## src/rtl/mult_issue_ctrl.sv

```systemverilog
// Issue/retire controller for a combinational WIDTH x WIDTH unsigned multiplier:
// takes signed or unsigned operands, feeds magnitudes, waits for settle, returns the corrected product.
module mult_issue_ctrl #(
  parameter int WIDTH         = 32,
  parameter int SETTLE_CYCLES = 4
) (
  input  logic                 clk,
  input  logic                 rst,
  input  logic                 in_valid,
  output logic                 in_ready,
  input  logic [WIDTH-1:0]     in_a,
  input  logic [WIDTH-1:0]     in_b,
  input  logic                 in_signed,
  output logic [WIDTH-1:0]     mul_a,
  output logic [WIDTH-1:0]     mul_b,
  input  logic [2*WIDTH-1:0]   mul_pro,
  output logic                 out_valid,
  input  logic                 out_ready,
  output logic [2*WIDTH-1:0]   out_pro,
  output logic                 busy,
  output logic [1:0]           dbg_state
);

  // Handshakes: a transfer happens on a rising edge where valid & ready are both high.
  // The producer holds valid and its data stable until that edge; valid never waits on ready.

  localparam logic [1:0] IDLE   = 2'd0;
  localparam logic [1:0] SETTLE = 2'd1;
  localparam logic [1:0] DONE   = 2'd2;

  // A settle count of 0 would sample before the inputs are even applied, so it behaves as 1.
  localparam int         SETTLE_EFF = (SETTLE_CYCLES < 1) ? 1 : SETTLE_CYCLES;
  localparam logic [7:0] COUNT_INIT = 8'(SETTLE_EFF - 1);

  logic [1:0]       state;
  logic [1:0]       state_nxt;
  logic [7:0]       count;
  logic             neg;
  logic             accept;
  logic             capture;
  logic             release_out;
  logic [WIDTH-1:0] mag_a;
  logic [WIDTH-1:0] mag_b;

  assign in_ready  = (state == IDLE);
  assign busy      = (state != IDLE);
  assign dbg_state = state;

  assign accept      = in_valid & in_ready;
  assign capture     = (state == SETTLE) && (count == 8'd0);
  assign release_out = (state == DONE) && out_valid && out_ready;

  // The most negative value negates to itself, which read unsigned is already its magnitude.
  assign mag_a = (in_signed & in_a[WIDTH-1]) ? -in_a : in_a;
  assign mag_b = (in_signed & in_b[WIDTH-1]) ? -in_b : in_b;

  always_comb begin
    state_nxt = state;
    case (state)
      IDLE:    if (accept)      state_nxt = SETTLE;
      SETTLE:  if (capture)     state_nxt = DONE;
      DONE:    if (release_out) state_nxt = IDLE;
      default:                  state_nxt = IDLE;
    endcase
  end

  always_ff @(posedge clk or posedge rst) begin
    if (rst) begin
      state <= IDLE;
    end else begin
      state <= state_nxt;
    end
  end

  // Multiplier inputs only move on accept, so they stay frozen through SETTLE and DONE.
  always_ff @(posedge clk or posedge rst) begin
    if (rst) begin
      mul_a <= '0;
      mul_b <= '0;
      neg   <= 1'b0;
    end else if (accept) begin
      mul_a <= mag_a;
      mul_b <= mag_b;
      neg   <= in_signed & (in_a[WIDTH-1] ^ in_b[WIDTH-1]);
    end
  end

  always_ff @(posedge clk or posedge rst) begin
    if (rst) begin
      count <= 8'd0;
    end else if (accept) begin
      count <= COUNT_INIT;
    end else if ((state == SETTLE) && (count != 8'd0)) begin
      count <= count - 8'd1;
    end
  end

  // Sign correction is a 2*WIDTH negate; a zero product stays zero.
  always_ff @(posedge clk or posedge rst) begin
    if (rst) begin
      out_pro   <= '0;
      out_valid <= 1'b0;
    end else if (capture) begin
      out_pro   <= neg ? -mul_pro : mul_pro;
      out_valid <= 1'b1;
    end else if (release_out) begin
      out_valid <= 1'b0;
    end
  end

endmodule

```

## config.mk

```make
export PLATFORM = sky130hd
export DESIGN_NAME = mult_issue_ctrl
export DESIGN_NICKNAME = d
export VERILOG_FILES = /design/src/rtl/mult_issue_ctrl.sv
export SDC_FILE = /design/constraint.sdc
export NUM_CORES = 1
export LEC_CHECK = 0
export CAP_MARGIN = 10
export CORE_MARGIN = 3
export CORE_UTILIZATION = 30
export CTS_CLUSTER_SIZE = 14
export DETAILED_ROUTE_END_ITERATION = 16
export PLACE_DENSITY_LB_ADDON = 0.15
export SYNTH_ARGS = -nofsm -noshare
export SYNTH_HDL_FRONTEND = slang
export SYNTH_SLANG_ARGS = --single-unit
export TNS_END_PERCENT = 20
```

## constraint.sdc

```tcl
create_clock -name clk -period 10.2 [get_ports clk]
set_input_delay 1.53 -clock clk [delete_from_list [all_inputs] [get_ports clk]]
set_output_delay 1.53 -clock clk [all_outputs]
set_load 0.01 [all_outputs]
```

Yosys cells after proc, flatten, opt, wreduce, memory -nomap -nowiden. Index checks and enable logic that the tools add are counted.

Bits in registers: 140. Bits of input ports: 133. Output and inout port bits: 133. Word-level logic and storage cells: 43.

Add/sub/neg operators: 4. Equal/unequal tests: 5. Muxes and demuxes: 11. Bitwise logic cells: 5. Reductions and logical operators: 11.

Operators by type and width (count): 32-bit 2-to-1 mux (2); 64-bit 2-to-1 mux (1); 32-bit negation (2); 64-bit negation (1); 8-bit 2-to-1 mux (2); 8-bit logical NOT (1); 8-bit nonzero test (1); 8-bit by 1-bit subtractor with 8-bit output (second input constant) (1); 2-bit 2-to-1 mux (3); 2-bit one-hot mux with 3 select lines (1); 2-bit nonzero test (3); 1-bit AND (4); 1-bit logical AND (4); 2-bit != test (second input constant) (2); 3-bit AND reduction (1); 2-bit by 1-bit == test with 1-bit output (second input constant) (1); 2-bit == test (second input constant) (1); 2-bit logical NOT (1); 1-bit 2-to-1 mux (2); 2-bit by 1-bit != test with 1-bit output (second input constant) (1); 1-bit XOR (1).

Depth between registers and ports, before layout. Gate-level depths: netlist of run 1.

Depth after elaboration: 5. Depth in mapped cells: 9. Mapped depth without buffers: 8.

Worst setup path before layout of run 1. No wires, ideal clock.

Kind: input to register. Start point: input port mul_pro[35]. End point: register out_pro[52]. Library setup time: 0.130 ns. Data arrival time: 3.413 ns. Slack: 6.657 ns. Cell stages on the path: 6. Path buffers: 0. Path through: or4_1 > or4b_4 > or4_1 > o21ai_2 > xor2_1 > o21ai_1.

Longest elaborated chain between the ends: 2.

RTL lines: start, declared (line 16) `input logic [2*WIDTH-1:0] mul_pro,`; 64-bit negation (line 104) `out_pro <= neg ? -mul_pro : mul_pro;`; 64-bit 2-to-1 mux (line 104); end signal, assigned (line 104); end, declared (line 19) `output logic [2*WIDTH-1:0] out_pro,`.

Every way passes these cells. A chain may end at the register's enable or synchronous reset.

Final worst setup path of run 1.
Start point: input port mul_pro[12]. End point: register out_pro[58].

Same word-level chain as after synthesis.

==> flow_metrics.env, run 1 <==
export IMPL_status="completed"
export IMPL_min_period_ps=3860
export IMPL_tns_ps=0
export IMPL_startpoint_type="input pin"
export IMPL_setup_violations=0
export IMPL_detail_route_vias_per_cell=4.87
export IMPL_place_inst=1455
export IMPL_power_frac_seq_pct=33.3
export IMPL_p_clk_share_pct=21.5
export IMPL_ys_warnings_count=0
export IMPL_fin_util_pct=44.8
export IMPL_yosysUniqueCellTypes=44
export IMPL_final_cell_count_no_fill=1489
export IMPL_drc=0
export IMPL_seqCellArea_um2=3500
export IMPL_internal_power_mw=1.89
export IMPL_nets=1282
export IMPL_hold_class="flop to flop"
export IMPL_die_area_um2=28400
export IMPL_ios=266
export IMPL_worst_slack_ps=6340
export IMPL_clock_latency_ps=420
export IMPL_fin_crit_sh_pct=37.9
export IMPL_ys_ff_latch=140
export IMPL_synth_adder_area_share_pct=0.788
export IMPL_synth_async_reset_ratio_pct=100
export IMPL_numCtsBuffers=17
export IMPL_synth_area_um2=7940
export IMPL_ir_worst_vdd_uv=127
export IMPL_syn2layout_area_growth_pct=44.7
export IMPL_drt_iter0_markers=353
export IMPL_switching_share_pct=35.8
export IMPL_worst_path_max_fanout=5
export IMPL_totalWireLength_um=24300
export IMPL_grt_first_pass_wirelength_um=39900
export IMPL_synth_top_family_by_area="simple AND/OR/NAND/NOR gates"
export IMPL_synthXorXnorAreaFrac_pct=14.0
export IMPL_yosys_area_share_simple_pct=21.0
export IMPL_place_congestion=0.830
export IMPL_clockBufferDepth=2
export IMPL_synth_compound_gate_area_share_pct=17.1
export IMPL_cts_sink_count=140
export IMPL_finalMaxSlewViolations=0
export IMPL_syn_nets=1038
export IMPL_cts_root_buf="clkbuf_16"
export IMPL_post_drt_wl_per_cell_um=16.3
export IMPL_switching_power_mw=1.05
export IMPL_grt_max_degree=110
export IMPL_die_h_um=169
export IMPL_antenna_left=0
export IMPL_core_rowCount=58
export IMPL_grt_pass1_vias=7406
export IMPL_portBuffers=265
export IMPL_synth_edf_count=0
export IMPL_drive_above_1_share_pct=5.27
export IMPL_cts_htree_levels=4
export IMPL_finalHoldViolations=0
export IMPL_cts_resized=0
export IMPL_worstSetupEndpointType="flop"
export IMPL_grt_ovfl_total=0
export IMPL_antenna_found_initial=0
export IMPL_worst_clock_skew_ps=12.3
export IMPL_worst_slew_pin_slew_ps=957
export IMPL_slew_headroom_pct=36.2
export IMPL_ys_seq_area_share_pct=44.2
export IMPL_syn_inst=900
export IMPL_multiInputGateArea_um2=4240
export IMPL_pre_cts_slack_ps=5900
export IMPL_vias=7257
export IMPL_synth_ff_type="dfrtp_1"
export IMPL_syn_avg_cell_area_um2=8.82
export IMPL_hpwl_um=18100
export IMPL_p_per_area_nw_per_um2=256
export IMPL_fillCellCount=2563
export IMPL_drt_pass1_iter_count=4
export IMPL_cap_violations=0
export IMPL_clk_pin_slew_ps=70
export IMPL_synthMuxAreaShare_pct=0.268
export IMPL_path_class="input pin to flop"
export IMPL_post_cts_repair_setup_buffers=0
export IMPL_worstPathArrival_ps=4120
export IMPL_leakage_nw=4.52
export IMPL_p_comb_share_pct=45.2
export IMPL_grt_usage_pct=17.3
export IMPL_max_freq_mhz=259
export IMPL_rsz0062_at_grt="false"
export IMPL_worstPathRequired_ps=10460
export IMPL_cts_tree="built"
export IMPL_ctsHoldBuffers=0
export IMPL_coreArea_um2=25600
export IMPL_dieWidth_um=169
export IMPL_initial_core_util_pct=31.0
layer usage:
layer  GRT usage [%]  part of all wire [%]  vias up
li1                -                     -     3643
met1            22.8                    45     3392
met2            27.4                    45      202
met3            6.24                   9.1       20
met4            3.95                   1.1        0
met5               0                     0        -
through the flow:
| step | power [mW] | cell area, um^2 | hold WS (ps) |
|---|---|---|---|
| global placement | 2.33 | 10900 | 460 |
| global route | 3.18 | 11500 | 499 |
| CTS | 2.99 | 11500 | 484 |
| floorplan | 1.59 | 7940 | 511 |
| finish | 2.94 | 11500 | 476 |
| detailed placement | 2.34 | 10900 | 470 |
kinds of logic (layout without fill, tap and decap cells):
logic type | Yosys count | after routing
AOI/OAI and AO/OA | 229 | 229
xor gates and xnor gates | 127 | 127
adders and majority gates | 5 | 5
buffers and inverters | 57 | 314
DFF | 140 | 140
muxes | 2 | 2
other | 0 | 2
and+or+nand+nor | 340 | 340
sequential cells by signal, summed over array words and instances, names as in the netlist:
name / flops
count: 8
dbg_state: 2
mul_a: 32
mul_b: 32
neg: 1
out_pro: 64
out_valid: 1
final cells by class:
class                           instances  area share [%]
Antenna cell                            2          0.0436
Clock buffer                           18            3.74
Clock inverter                         14            1.37
Inverter                               13           0.469
Multi-Input combinational cell        703            36.9
Sequential cell                       140            30.5
Tap cell                              330            3.60
Timing Repair Buffer                  269            23.4
critical path: stages:
cell	delay (ps)
clkdlybuf4s50_1	480
or4_4	590
nor4_4	430
nand4_2	320
o41ai_1	490
xor2_1	160
o21ai_0	100
worst paths after layout:
check / from / to / slack [ps] / cells past startpoint
worst max-delay path: mul_pro[12] / out_pro[58]$_DFFE_PP0P_ / 6340 / 7
worst min-delay path: mul_b[3]$_DFFE_PP0P_ / mul_b[3]$_DFFE_PP0P_ / 480 / 2
worst max register to register: count[2]$_DFFE_PP0P_ / out_pro[28]$_DFFE_PP0P_ / 7510 / 4
worst min register to register: mul_b[3]$_DFFE_PP0P_ / mul_b[3]$_DFFE_PP0P_ / 480 / 2
max in group asynchronous: rst / neg$_DFFE_PP0P_ / 7180 / 3
min in group asynchronous: rst / dbg_state[1]$_DFFE_PP0P_ / 1560 / 2
synthesized netlist by cell type (13+ instances only):
library cell,number,area (um^2)
nor4_1,21,131
xnor2_1,43,377
or3_1,19,119
nand2_1,170,638
xor2_1,84,736
o31ai_1,31,233
a21oi_1,19,95.1
inv_1,13,48.8
o21ai_0,140,701
nor3_1,16,80.1
o41ai_1,15,131
nor2_1,47,176
dfrtp_1,140,3500
clkbuf_1,44,165
power groups by stage:
stage               Sequential (mW)  Clock [mW]  Combinational [mW]
global route                   1.02       0.674                1.48
floorplan                      1.09           0               0.500
CTS                           0.985       0.652                1.36
finish                        0.980       0.633                1.33
global placement              0.988           0                1.34
detailed placement            0.989           0                1.35
cells in the final DEF, fill, tap and decap left out, types with 4 or more instances in the layout:
master / count
clkbuf_16: 17
ha_1: 5
nor3_1: 16
or4_1: 12
nor2b_1: 6
o21ai_1: 9
o41ai_2: 4
buf_4: 4
nand2b_1: 6
nand3_1: 9
or2_2: 4
nand4_1: 7
clkdlybuf4s50_1: 265
inv_6: 7
dfrtp_1: 139
xor2_1: 84
nand2_1: 169
xnor2_1: 43
nor4_1: 21
or3_1: 19
o31ai_1: 31
o21ai_0: 140
and2_1: 6
a21oi_1: 19
inv_1: 12
nor2_1: 47
o41ai_1: 15
a31oi_1: 5
No activity file was read; power rests on OpenSTA's default activity.
==> run 2, diff against run 1 <==
==> constraint.sdc (replaced) <==
create_clock -name clk -period 4.05 [get_ports clk]
set_input_delay 0.6075 -clock clk [delete_from_list [all_inputs] [get_ports clk]]
set_output_delay 0.6075 -clock clk [all_outputs]
set_load 0.01 [all_outputs]
==> flow_metrics.env, run 2 (synthesized netlist as in run 1, its figures left out) <==
export IMPL_initial_core_util_pct=31.0
export IMPL_fillCellCount=2564
export IMPL_hold_class="flop to flop"
export IMPL_cts_root_buf="clkbuf_16"
export IMPL_clk_pin_slew_ps=70
export IMPL_leakage_nw=4.58
export IMPL_ios=266
export IMPL_slew_headroom_pct=22.6
export IMPL_fin_crit_sh_pct=71.9
export IMPL_totalWireLength_um=24900
export IMPL_drt_pass1_iter_count=4
export IMPL_coreArea_um2=25600
export IMPL_portBuffers=265
export IMPL_drt_iter0_markers=354
export IMPL_met1Wirelength_um=11300
export IMPL_wl_met2_um=11200
export IMPL_grt_ovfl_total=0
export IMPL_ctsHoldBuffers=0
export IMPL_multiInputGateArea_um2=4240
export IMPL_hpwl_um=18600
export IMPL_grt_max_degree=78
export IMPL_crit_chain="clkdlybuf4s50_1, or4_4, nor4_4, nand3_2, o41ai_2, xor2_1, o21ai_1"
export IMPL_finalMaxSlewViolations=0
export IMPL_worstPathRequired_ps=4350
export IMPL_cts_tree="built"
export IMPL_path_delay_family="simple AND/OR/NAND/NOR gates"
export IMPL_worst_path_max_fanout=10
export IMPL_path_class="input pin to flop"
export IMPL_detail_route_vias_per_cell=4.88
export IMPL_place_inst=1463
export IMPL_syn2layout_area_growth_pct=46.2
export IMPL_worst_clock_skew_ps=10.9
export IMPL_post_drt_wl_per_cell_um=16.7
export IMPL_dr_max_layer_used="met5"
export IMPL_core_rowCount=58
export IMPL_cts_resized=0
export IMPL_tns_ps=0
export IMPL_worstPathArrival_ps=3210
export IMPL_n_antenna_cell=0
export IMPL_grt_first_pass_wirelength_um=40400
export IMPL_cts_htree_levels=4
export IMPL_drive_above_1_share_pct=6.01
export IMPL_nets=1290
export IMPL_status="completed"
export IMPL_min_period_ps=2910
export IMPL_rsz0062_at_grt="false"
export IMPL_die_area_um2=28400
export IMPL_cap_violations=0
export IMPL_dr_wl_met3_um=2200
export IMPL_p_per_area_nw_per_um2=649
export IMPL_place_congestion=0.819
export IMPL_clock_latency_ps=420
export IMPL_post_cts_repair_setup_buffers=0
export IMPL_cpPeakStageDelay_ps=580
export IMPL_grt_usage_pct=17.6
export IMPL_layout_common_cells="265 x clkdlybuf4s50_1, 169 x nand2_1, 140 x o21ai_0, 139 x dfrtp_1, 84 x xor2_1"
export IMPL_largestRegisters="out_pro: 64 flops, mul_a: 32 flops, mul_b: 32 flops"
export IMPL_ir_worst_vdd_uv=319
export IMPL_antenna_left=0
export IMPL_grt_pass1_vias=7413
export IMPL_numCtsBuffers=17
export IMPL_antenna_found_initial=1
export IMPL_cts_sink_count=140
export IMPL_die_h_um=169
export IMPL_largest_register_ffs=64
export IMPL_finalHoldViolations=0
export IMPL_max_freq_mhz=343
export IMPL_clockBufferDepth=2
export IMPL_setup_violations=0
export IMPL_final_cell_count_no_fill=1495
export IMPL_final_common_cell="clkdlybuf4s50_1"
export IMPL_drc=0
export IMPL_crit_slowest_cell="or4_4"
export IMPL_top_register="out_pro"
export IMPL_seqCellArea_um2=3500
export IMPL_crit_buf_inv=1
export IMPL_vias=7289
export IMPL_worst_slew_pin_slew_ps=1160
export IMPL_startpoint_type="input pin"
export IMPL_worstSetupEndpointType="flop"
export IMPL_dieWidth_um=169
[run 2: routing by layer]
layer	track usage [%]	vias up
met3	6.26	17
met5	0	-
met1	23.3	3391
met4	3.95	2
li1	-	3665
met2	27.8	214
[run 2: worst register-to-register path, cell delays in order, from the launching register on]
cell	delay (ps)
dfrtp_1	420
nor4_1	800
nand3_4	370
buf_4	350
mux2_2	300
[run 2: final cells by class]
class / count / share of cell area, %
Clock buffer: 18 / 3.79
Sequential cell: 140 / 30.2
Timing Repair Buffer: 277 / 23.9
Inverter: 13 / 0.453
Multi-Input combinational cell: 703 / 36.5
Tap cell: 330 / 3.56
Clock inverter: 14 / 1.58
[run 2: path summary, 6_finish.rpt]
check | startpoint | end | slack, ps | cells past startpoint
min in group asynchronous | rst | out_pro[2]$_DFFE_PP0P_ | 510 | 2
min | mul_a[27]$_DFFE_PP0P_ | mul_a[27]$_DFFE_PP0P_ | 470 | 2
max in group asynchronous | rst | neg$_DFFE_PP0P_ | 2800 | 3
max | mul_pro[4] | out_pro[57]$_DFFE_PP0P_ | 1140 | 7
min reg2reg | mul_a[27]$_DFFE_PP0P_ | mul_a[27]$_DFFE_PP0P_ | 470 | 2
max reg2reg | count[2]$_DFFE_PP0P_ | out_pro[28]$_DFFE_PP0P_ | 1700 | 4
[run 2: per-stage QoR]
stage | hold WS [ps] | setup slack [ps] | util, % | power, mW | cell area [um^2]
floorplan | 511 | 1430 | - | 4.01 | 7940
global placement | 460 | 789 | 42.8 | 5.89 | 11000
detailed placement | 469 | 700 | 42.8 | 5.92 | 11000
CTS | 483 | 1140 | 45.3 | 7.66 | 11600
global route | 510 | 996 | 45.3 | 8.13 | 11600
finish | 472 | 1140 | 45.3 | 7.53 | 11600
[run 2: where the power goes]
group          switching [mW]  internal (mW)  leakage (nW)
Sequential              0.488           2.08          1.70
Clock                   0.690           1.00         0.300
Combinational            1.49           1.77          2.58
Total                    2.67           4.85          4.58
==> run 3, diff against run 2 <==
==> constraint.sdc (replaced) <==
create_clock -name clk -period 2.85 [get_ports clk]
set_input_delay 0.4275 -clock clk [delete_from_list [all_inputs] [get_ports clk]]
set_output_delay 0.4275 -clock clk [all_outputs]
set_load 0.01 [all_outputs]
==> flow_metrics.env, run 3 (synthesized netlist as in run 1, its figures left out) <==
export IMPL_p_per_area_nw_per_um2=871
export IMPL_hpwl_um=19400
export IMPL_startpoint="mul_pro[34]"
export IMPL_max_freq_mhz=388
export IMPL_hold_class="input pin to asynchronous set/reset pin"
export IMPL_fin_crit_sh_pct=90.5
export IMPL_grt_usage_pct=17.9
export IMPL_grt_util_met1_pct=23.5
export IMPL_leakage_nw=4.99
export IMPL_grt_max_degree=65
export IMPL_status="completed"
export IMPL_grtUsageMet2_pct=28.6
export IMPL_worstPathRequired_ps=3130
export IMPL_top_usage_layer="met2"
export IMPL_drc=0
export IMPL_worst_slew_pin_slew_ps=708
export IMPL_worstReg2RegStart="count[0]$_DFFE_PP0P_"
export IMPL_die_area_um2=28400
export IMPL_dieWidth_um=169
export IMPL_r2r_end="out_pro[61]$_DFFE_PP0P_"
export IMPL_finalHoldViolations=0
export IMPL_fillCellCount=2534
export IMPL_vias=7537
export IMPL_worst_clock_skew_ps=14.7
export IMPL_coreArea_um2=25600
export IMPL_ir_worst_vdd_uv=432
export IMPL_worst_slack_ps=272
export IMPL_largest_register_ffs=64
export IMPL_grt_first_pass_wirelength_um=41300
export IMPL_slew_headroom_pct=52.7
export IMPL_cap_violations=0
export IMPL_worst_path_max_fanout=4
export IMPL_fin_util_pct=47.8
export IMPL_clk_pin_slew_ps=60
export IMPL_finalMaxSlewViolations=0
export IMPL_syn2layout_area_growth_pct=54.3
export IMPL_cts_root_buf="clkbuf_16"
export IMPL_grt_pass1_vias=7694
export IMPL_n_antenna_cell=0
export IMPL_ctsHoldBuffers=0
export IMPL_post_drt_wl_per_cell_um=16.0
export IMPL_rsz0062_at_grt="false"
export IMPL_totalWireLength_um=25300
export IMPL_worstPathArrival_ps=2860
export IMPL_drt_iter0_markers=351
export IMPL_drive_above_1_share_pct=12.5
export IMPL_final_common_cell="clkdlybuf4s50_1"
export IMPL_clockBufferDepth=2
export IMPL_cts_tree="built"
export IMPL_ff2ff_setup_slack_ps=870
export IMPL_detail_route_vias_per_cell=4.76
export IMPL_pre_cts_slack_ps=-156
export IMPL_setup_violations=0
export IMPL_antenna_found_initial=0
export IMPL_min_period_ps=2580
export IMPL_startpoint_type="input pin"
export IMPL_worstSetupEndpointType="flop"
export IMPL_cts_resized=0
export IMPL_initial_core_util_pct=31.0
export IMPL_grt_ovfl_total=0
export IMPL_portBuffers=265
export IMPL_largestRegisters="out_pro: 64 flops, mul_a: 32 flops, mul_b: 32 flops"
export IMPL_tns_ps=0
export IMPL_core_rowCount=58
export IMPL_use_met3_pct=6.68
export IMPL_power_mw=10.7
export IMPL_place_congestion=0.847
export IMPL_numCtsBuffers=17
export IMPL_die_h_um=169
export IMPL_path_class="input pin to flop"
export IMPL_worstRegToRegCells=7
export IMPL_antenna_left=0
export IMPL_layout_common_cells="265 x clkdlybuf4s50_1, 169 x nand2_1, 140 x o21ai_0, 139 x dfrtp_1, 96 x buf_4"
export IMPL_drt_pass1_iter_count=4
export IMPL_clock_latency_ps=420
export IMPL_cts_htree_levels=4
export IMPL_multiInputGateArea_um2=4240
export IMPL_cts_sink_count=140
export IMPL_top_register="out_pro"
export IMPL_seqCellArea_um2=3500
export IMPL_post_cts_repair_setup_buffers=0
export IMPL_fin_hold_ws_ps=422
export IMPL_ios=266
export IMPL_nets=1378
run 3: final cells by class:
type                    instances  share of cell area [%]
clock buffers                  18                    3.59
repair buffers                365                    28.2
inverters                      13                   0.429
multi-input cells             703                    34.6
well taps                     330                    3.37
clock inverters                13                    1.15
flip-flops and latches        140                    28.6
run 3: worst max path at each step:
stage	endpoint	slack, ps
global placement	out_pro[63]$_DFFE_PP0P_	-120
detailed placement	out_pro[57]$_DFFE_PP0P_	-160
finish	out_pro[63]$_DFFE_PP0P_	270
floorplan	out_pro[52]$_DFFE_PP0P_	410
CTS	out_pro[63]$_DFFE_PP0P_	300
global route	out_pro[63]$_DFFE_PP0P_	130
run 3: per-stage QoR:
stage	area [um^2]	std cells
final	12200	1582
after global routing	12200	1582
after CTS	12200	1582
after detailed placement	11700	1551
after global placement	11700	1551
after floorplan	7940	900
run 3: critical path, stage by stage:
cell and delay, ps:
clkdlybuf4s50_1 430, or4_1 580, buf_4 170, nor4_1 270
buf_4 170, nand4_1 180, o31ai_1 380, xor2_1 180
o21ai_1 70
run 3: power by group:
group          switching (mW)  leakage (nW)  internal (mW)
logic                    2.22          3.01           2.62
clock network           0.933         0.279           1.31
registers               0.629          1.70           2.96
run 3: metal layers:
layer	routed length, um	vias to the layer above
met5	0	-
met3	2190	15
met1	11400	3459
met4	238	0
li1	-	3840
met2	11400	223
==> RTL edit: new RTL, config.mk and constraints of run 1 <==
The parameter `WIDTH` goes from 32 to 24.
--- a/src/rtl/mult_issue_ctrl.sv
+++ b/src/rtl/mult_issue_ctrl.sv
@@ -2,5 +2,5 @@
 // takes signed or unsigned operands, feeds magnitudes, waits for settle, returns the corrected product.
 module mult_issue_ctrl #(
-  parameter int WIDTH         = 32,
+  parameter int WIDTH         = 24,
   parameter int SETTLE_CYCLES = 4
 ) (
Interface: changed (6 resized); port bits go from 266 to 202. The function was not compared with the original's and may differ.
==> RTL edit against run 1 <==
Sequential share of layout area increased by 0.081 points. Global-route usage is 0.19 points higher. Routed wire length down 20%. Synthesized area is 21% lower. Non-clock buffer count down 64. Setup slack got worse by 0.032 ns. Combinational power decreased by 20%. Register-to-register slack gained 0.18 ns. Highest routed layer is now met5. Design area shrank 23%. Utilization down 1.6 points. Sequential cell count shrank 32. Power decreased by 26%.
==> RTL edit: results (changes against run 1) <==
Cells and area
  • Seq/total area: 30.6% (+0.081 points)
  • FF/Latch Area: 2700 um2 (-23%)
  • Largest registers: out_pro: 48 flops, mul_a: 24 flops, mul_b: 24 flops
  • Comb_multi_in: 560 (-20%)
  • ANT cells: 0 (-2)
  • Area occupied by multi-input gates: 3390 um2 (-20%)
  • NonClk Buf Share: 23.1% (-0.24 points)
  • CLK BUF: 11 (-7)
  • Share of cells above drive strength 1: 4.30% (-0.97 points)

Critical path
  • CP max FO: 8 (+3)

Timing
  • Period utilization: 38.2% (+0.31 points)
  • Fin Clk Skew: 0.0110 ns (-0.00126 ns)
  • Worst-Margin Slew: 0.863 ns (-0.0940 ns)

Routing
  • DR vias: 5754 (-21%)
  • Met3 routed WL: 1.71 mm (-22%)
  • Top Metal Used: met5

Synth
  • Synth Register Bits: 108 (-23%)
  • Synth Area in XOR/XNOR: 12.1% (-1.9 points)
  • Synth top cells by count: 134 x nand2_1, 108 x dfrtp_1, 100 x o21ai_0, 52 x xor2_1, 40 x nor2_1
  • Mux cell area share after synthesis: 0.856% (+0.59 points)
  • Syn Nets: 826 (-20%)
  • Post-Syn Instances: 720 (-20%)

Placed design
  • Placed cell areas: 8540 um2 (-22%)
  • Dpl cells: 1161 (-20%)

Pwr
  • Psw: 0.817 mW (-22%)
  • Worst VDD drop: 0.0965 mV (-24%)
  • Static Leak: 3.45 nW (-24%)

Global route
  • Grt met2 use: 26.3% (-1.1 points)
  • Initial antenna violation count: 1 (+1)
  • First-pass GRT wire length: 31.5 mm (-21%)
  • Grt met1 use: 24.1% (+1.3 points)

Outcome
  • Status: complete, no violations
RTL edit: cell count changes after synthesis, moves of 8 or more:
| cell | before | now |
|---|---|---|
| o21ai_1 | 9 | 0 |
| a31oi_1 | 5 | 19 |
| nand2_1 | 170 | 134 |
| o31ai_1 | 31 | 18 |
| clkbuf_1 | 44 | 32 |
| o21ai_0 | 140 | 100 |
| xor2_1 | 84 | 52 |
| or3_1 | 19 | 8 |
| xnor2_1 | 43 | 35 |
| dfrtp_1 | 140 | 108 |
RTL edit: path summary, 6_finish.rpt:
path	startpoint	to	cells after the start
min reg2reg	out_pro[21]	out_pro[21]	2
max reg2reg	count[0]	out_pro[42]	8
min in group asynchronous	rst	mul_b[11]	2
min	out_pro[21]	out_pro[21]	2
max in group asynchronous	rst	dbg_state[1]	3
max	mul_pro[0]	out_pro[26]	8
RTL edit: worst min-delay path, stage by stage, from the launching register on:
cell and delay, ns:
dfrtp_1 0.34, nand2_1 0.04, o21ai_0 0.06
